<file path="src/rtl/inst_fetch_ctrl.sv">
// rtl/inst_fetch_ctrl.sv - IF-stage fetch initiator: PC, ROM ce/addr, IF/ID register.
// Optional fetch counter port fetch_cnt_o enabled by defining FETCH_STAT_EN.
module inst_fetch_ctrl #(
  parameter logic [31:0] RESET_PC = 32'h00000000,
  parameter logic [31:0] PC_STEP  = 32'd4
) (
  input  logic        clk,
  input  logic        rst,
  output logic        rom_ce_o,
  output logic [31:0] rom_addr_o,
  input  logic [31:0] rom_inst_i,
  input  logic        stall_i,
  input  logic        branch_flag_i,
  input  logic [31:0] branch_target_i,
  input  logic        flush_i,
  input  logic [31:0] new_pc_i,
`ifdef FETCH_STAT_EN
  output logic [31:0] fetch_cnt_o,
`endif
  output logic [31:0] id_pc_o,
  output logic [31:0] id_inst_o,
  output logic        id_valid_o
);

  localparam logic [0:0] S_IDLE = 1'b0;
  localparam logic [0:0] S_RUN  = 1'b1;

  logic [0:0]  r_state;
  logic [31:0] r_pc;
  logic [31:0] r_id_pc;
  logic [31:0] r_id_inst;
  logic        r_id_valid;
  logic        w_run;
  logic        w_capture;
  logic [31:0] w_flush_pc;
  logic [31:0] w_branch_pc;

  // Targets are word-aligned silently; the low bits are simply dropped.
  assign w_flush_pc  = new_pc_i & ~32'h3;
  assign w_branch_pc = branch_target_i & ~32'h3;
  assign w_run       = (r_state == S_RUN);
  assign w_capture   = w_run && !flush_i && !stall_i;

  assign rom_ce_o   = w_run;
  assign rom_addr_o = r_pc;
  assign id_pc_o    = r_id_pc;
  assign id_inst_o  = r_id_inst;
  assign id_valid_o = r_id_valid;

  always_ff @(posedge clk) begin
    if (rst) begin
      r_state    <= S_IDLE;
      r_pc       <= RESET_PC;
      r_id_pc    <= 32'h0;
      r_id_inst  <= 32'h0;
      r_id_valid <= 1'b0;
    end else if (!w_run) begin
      r_state    <= S_RUN;
      r_id_pc    <= 32'h0;
      r_id_inst  <= 32'h0;
      r_id_valid <= 1'b0;
    end else if (flush_i) begin
      r_pc       <= w_flush_pc;
      r_id_pc    <= 32'h0;
      r_id_inst  <= 32'h0;
      r_id_valid <= 1'b0;
    end else if (!stall_i) begin
      // The fetch in flight when a branch is taken is the delay slot.
      r_id_pc    <= r_pc;
      r_id_inst  <= rom_inst_i;
      r_id_valid <= 1'b1;
      r_pc       <= branch_flag_i ? w_branch_pc : (r_pc + PC_STEP);
    end
  end

`ifdef FETCH_STAT_EN
  logic [31:0] r_fetch_cnt;

  always_ff @(posedge clk) begin
    if (rst) begin
      r_fetch_cnt <= 32'h0;
    end else if (w_capture) begin
      r_fetch_cnt <= r_fetch_cnt + 32'd1;
    end
  end

  assign fetch_cnt_o = r_fetch_cnt;
`endif

endmodule

</file>
<file path="config.mk">
export PLATFORM = sky130hd
export DESIGN_NAME = inst_fetch_ctrl
export DESIGN_NICKNAME = d
export VERILOG_FILES = /design/src/rtl/inst_fetch_ctrl.sv
export SDC_FILE = /design/constraint.sdc
export NUM_CORES = 1
export LEC_CHECK = 0
export BUFFER_PORTS_ARGS = -buffer_cell sky130_fd_sc_hd__buf_4
export CAP_MARGIN = 15
export CORE_MARGIN = 8
export CORE_UTILIZATION = 37
export CTS_CLUSTER_DIAMETER = 100
export CTS_CLUSTER_SIZE = 12
export DETAILED_ROUTE_END_ITERATION = 7
export SYNTH_ARGS = -nofsm -noshare
export SYNTH_HDL_FRONTEND = slang
export SYNTH_SLANG_ARGS = --single-unit
</file>
<file path="constraint.sdc">
create_clock -name clk -period 2.1 [get_ports clk]
set_input_delay 0.42 -clock clk [delete_from_list [all_inputs] [get_ports clk]]
set_output_delay 0.42 -clock clk [all_outputs]
set_load 0.01 [all_outputs]
</file>
## After elaboration in Yosys (flattened, before gate mapping)

Cells that the tools add are included.

| operators by class | value |
|---|---|
| $add $sub $neg | 1 |
| equality and inequality tests | 1 |
| muxes and demuxes | 4 |
| bitwise gates (word level) | 1 |
| reductions and logical operators | 2 |

Operators with widths:

| kind | number |
|---|---|
| $mux 32 | 3 |
| $add 32x3->32 const B | 1 |
| $reduce_or 3->1 | 1 |
| $ne 2x1->1 const B | 1 |
| $reduce_and 2->1 | 1 |
| $mux 1 | 1 |
| $not 1->1 | 1 |

| word-level totals | value |
|---|---|
| flip-flop bits (word level) | 98 |
| input bits | 101 |
| logic and storage cells | 14 |

## Depth between registers and ports, before layout

| logic depth | value |
|---|---|
| depth in word-level cells | 4 |
| gate-level depth with buffers | 8 |
| mapped depth without buffers | 6 |

## Worst setup path after synthesis

OpenSTA, ideal clock, no wires.

| timing path | value |
|---|---|
| path type | register -> register |
| from | reg r_pc[11], in the netlist rom_addr_o[11] |
| to | reg r_pc[31], in the netlist rom_addr_o[31] |
| arrival | 1.894 ns |
| data required time | 2.005 ns |
| path slack | 0.111 ns |
| stages on the path, launching flop included | 7 |
| path buffers | 1 |
| period minus slack after synthesis | 1.989 ns |
| path through | dfxtp_1 clkbuf_1 nand4_1 nor4b_1 nand3_1 mux2i_1 a221oi_1 |

| between the ends | value |
|---|---|
| longest elaborated chain between the ends | 4 |

Ends and longest elaborated chain:

| what | line | text |
|---|---|---|
| start, declared | 29 | `logic [31:0] r_pc;` |
| start signal, assigned | 63 | `r_pc <= w_flush_pc;` |
| start signal, assigned | 72 | `r_pc <= branch_flag_i ? w_branch_pc : (r_pc + PC_STEP);` |
| $add 32x3->32 | 72 |  |
| $mux 32 | 72 |  |
| $mux 32 | 67 | `end else if (!stall_i) begin` |
| $mux 32 | 62 | `end else if (flush_i) begin` |

No other way between the ends. The select of a mux whose other input is x is not followed.
A chain may end at the register's enable or synchronous reset.

## Worst setup path after layout

| timing path | value |
|---|---|
| from | reg r_pc[20], in the netlist rom_addr_o[20] |
| to | reg r_pc[28], in the netlist rom_addr_o[28] |

Same word-level chain as after synthesis.

==> flow_summary.toml <==
[outcome]
outcome = "completed"

[pwr]
power_density_nw_per_um2 = 632.2
p_leak_nw = 2.947
ir_worst_vdd_mv = 0.3436

[critical_path]
cp-startpoint = "rom_addr_o[20]"
regToRegStartpoint = "rom_addr_o[20]"
start_kind = "register"
cpPeakStageDelay_ns = 0.49
critPathRequiredTime_ns = 2.36
path_max_fanout = 7
critical_path.cell_chain = "nand4_2, nor4_4, nand4_1, or4_1, o211ai_1"
critPathTopFamily = "simple AND/OR/NAND/NOR gates"
crit_type = "register to register"
cp_slowest_cell = "or4_1"
worstPathBufferInverterCount = 0
end_kind = "register"
worstPathArrival_ns = 2.24

[placed_design]
dp.cells = 863
pre_cts_slack_ns = 0.06305
numPortBuffers = 190
gp_congestion = 0.8772
hpwl_mm = 12.12

[clock_network]
cts_setup_buffers = 0
tritoncts = "done"
cts_root_buf = "clkbuf_16"
cts_sinks = 94
insertion_delay_ns = 0.34
numCtsBuffers = 9
clk_pin_slew_ns = 0.07
htree_levels = 3
ctsLongestPathBuffers = 2

[timing]
drv_slew = 0
slew_headroom_pct = 27.30
rsz0062_at_grt = "false"
fin_crit_ns = 1.975
tns_ns = 0
hold_viol_final = 0
setup_viol = 0
finClkSkew_ns = 0.005361
tightest_slew_ns = 1.090
max_freq_mhz = 506.3
finalCritPeriodShare_pct = 94.05
fin_ws_ns = 0.1250

[layout]
diodes = 0
drive_gt1_share_pct = 34.97
fillCellCount = 1178
register_area_um2 = 1883
syn_to_final_growth_pct = 44.32
stdcell_count = 879
multiInputGateArea_um2 = 2475
design.final.nets = 829

[route]
wirelength_mm = 16.03
vias = 4766
firstDrtPassIters = 5
drc_errors = 0
initialDrtViolationCount = 415
wire_per_inst_um = 18.24
ant_nets = 0
viasPerCell = 5.422

[grt]
grt_start_max_net_pins = 64
grt_overflow_total = 0
grt_pass1_wl_mm = 25.14
antenna_found_initial = 0
grt_pass1_vias = 4732
track_usage_pct = 19.49

[yosys]
synth.largest_area_cell = "dfxtp_1"
synthTopCellsByArea = "dfxtp_1, mux2i_1, nor2_1"
synthFlopType = "dfxtp_1"
syn_avg_cell_area_um2 = 8.635
synth_cell_types = 59
synth_area_um2 = 4559
yosys_warnings = 0
async_reset_ff_share_pct = 0
syn_inst = 528
synth_top_area_share_pct = 41.27
yosysSeqAreaShare_pct = 41.27
synth-edff-count = 0
synth_seq_cells = 94

[min_path]
hold_path.class = "input port to register"
min-delay-start = "rom_inst_i[31]"

[floorplan]
die_h_um = 127.0
rows = 40
fp.dieW_um = 127.0
ioPinCount = 199
start_util_pct = 37.96
core_um2 = 12010
die_area_um2 = 16130

[flow_run]
maxCapViolCount = 0
==> registers in the layout, indices dropped and copies added, names as in the netlist <==
register / count
rom_ce_o: 1
id_inst_o: 32
id_pc_o: 30
id_valid_o: 1
rom_addr_o: 30
==> through the flow <==
| step | instance area [um^2] | hold WS, ns | util (%) | power (mW) |
|---|---|---|---|---|
| after floorplan | 4571 | 0.4740 | - | 2.301 |
| after global placement | 6305 | 0.4397 | 52.49 | 2.680 |
| after detailed placement | 6305 | 0.4540 | 52.49 | 2.691 |
| after CTS | 6574 | 0.2982 | 54.73 | 4.211 |
| after global routing | 6580 | 0.3076 | 54.78 | 4.345 |
| final | 6580 | 0.3062 | 54.78 | 4.160 |
==> cell type report <==
cell class | count | share of cell area (%)
Multi-Input combinational cell | 384 | 37.61
Timing Repair Buffer | 230 | 26.43
Tap cell | 147 | 2.795
Inverter | 8 | 0.4564
Clock inverter | 4 | 0.3423
Sequential cell | 94 | 28.62
Clock buffer | 12 | 3.746
==> synth_stat cells (2+ instances only) <==
cell type,count
a221o_1,6
nand2_1,35
nand3_1,18
o21ai_0,31
nor2b_1,2
nor2_1,76
o21a_1,2
and4_1,2
dfxtp_1,94
a31oi_1,5
o221ai_1,2
nor3_1,6
clkbuf_1,25
o211ai_1,9
nor4_4,2
nor4b_1,2
nand4_1,8
nor4_1,4
and2_1,4
o21bai_1,2
or4_4,2
a221oi_1,2
a22oi_1,5
and3_1,4
buf_1,10
mux2i_1,66
buf_4,5
o22ai_1,5
xor2_1,4
a22o_1,3
inv_1,7
a21oi_1,35
nand2b_1,7
or3_1,2
xnor2_1,6
buf_2,4
o32ai_1,3
or4_1,2
==> worst min-delay path: stages <==
cell	delay, ns
buf_4	0.08
mux2i_1	0.05
nor2_1	0.07
==> cell usage in the layout, fill, tap and decap left out, types with 7 or more instances in the layout <==
cell type | Yosys | layout
dfxtp_1 | 94 | 93
clkbuf_16 | 0 | 9
nand4_1 | 8 | 8
a21oi_1 | 35 | 35
mux2i_1 | 66 | 66
inv_1 | 7 | 7
buf_4 | 5 | 229
nand2_1 | 35 | 35
nand3_1 | 18 | 16
nand2b_1 | 7 | 7
nor2_1 | 76 | 76
o211ai_1 | 9 | 9
o21ai_0 | 31 | 31
==> worst paths after layout <==
check	endpoint	slack, ns	depth (start not counted)
max	rom_addr_o[28]	0.12	5
min	id_inst_o[31]	0.31	3
max reg2reg	rom_addr_o[28]	0.12	5
min reg2reg	id_valid_o	0.46	2
==> per-layer routing <==
layer	share of wire, %	wire (um)	GRT usage [%]	vias up
met4	1.9	302	7.908	0
met5	0	0	0	-
li1	-	-	-	2292
met3	8.7	1398	5.200	23
met2	47	7495	32.07	200
met1	43	6834	23.65	2251
==> what timing repair did <==
item                                    CTS  global route
endpoints found under the setup margin    0             5
resized for setup                         0             2
hold buffers                              0             0
==> logic make-up after synthesis <==
logic type / synth area share [%]
AND/OR/NAND/NOR: 20.01
AO/OA/AOI/OAI: 17.04
flip-flops: 41.27
multiplexers: 14.49
buffers and inverters: 4.912
XOR/XNOR: 1.921
adder cells (fa/ha/maj): 0.2744
other: 0.08225
==> where the power goes <==
part           leakage, nW  switching, mW  total (mW)  internal [mW]
logic                 2.05          0.364       0.746          0.382
clock network        0.132          0.677        1.51          0.830
registers            0.765         0.0616        1.91           1.85
total                 2.95           1.10        4.16           3.06
(Power assumes the default switching activity.)
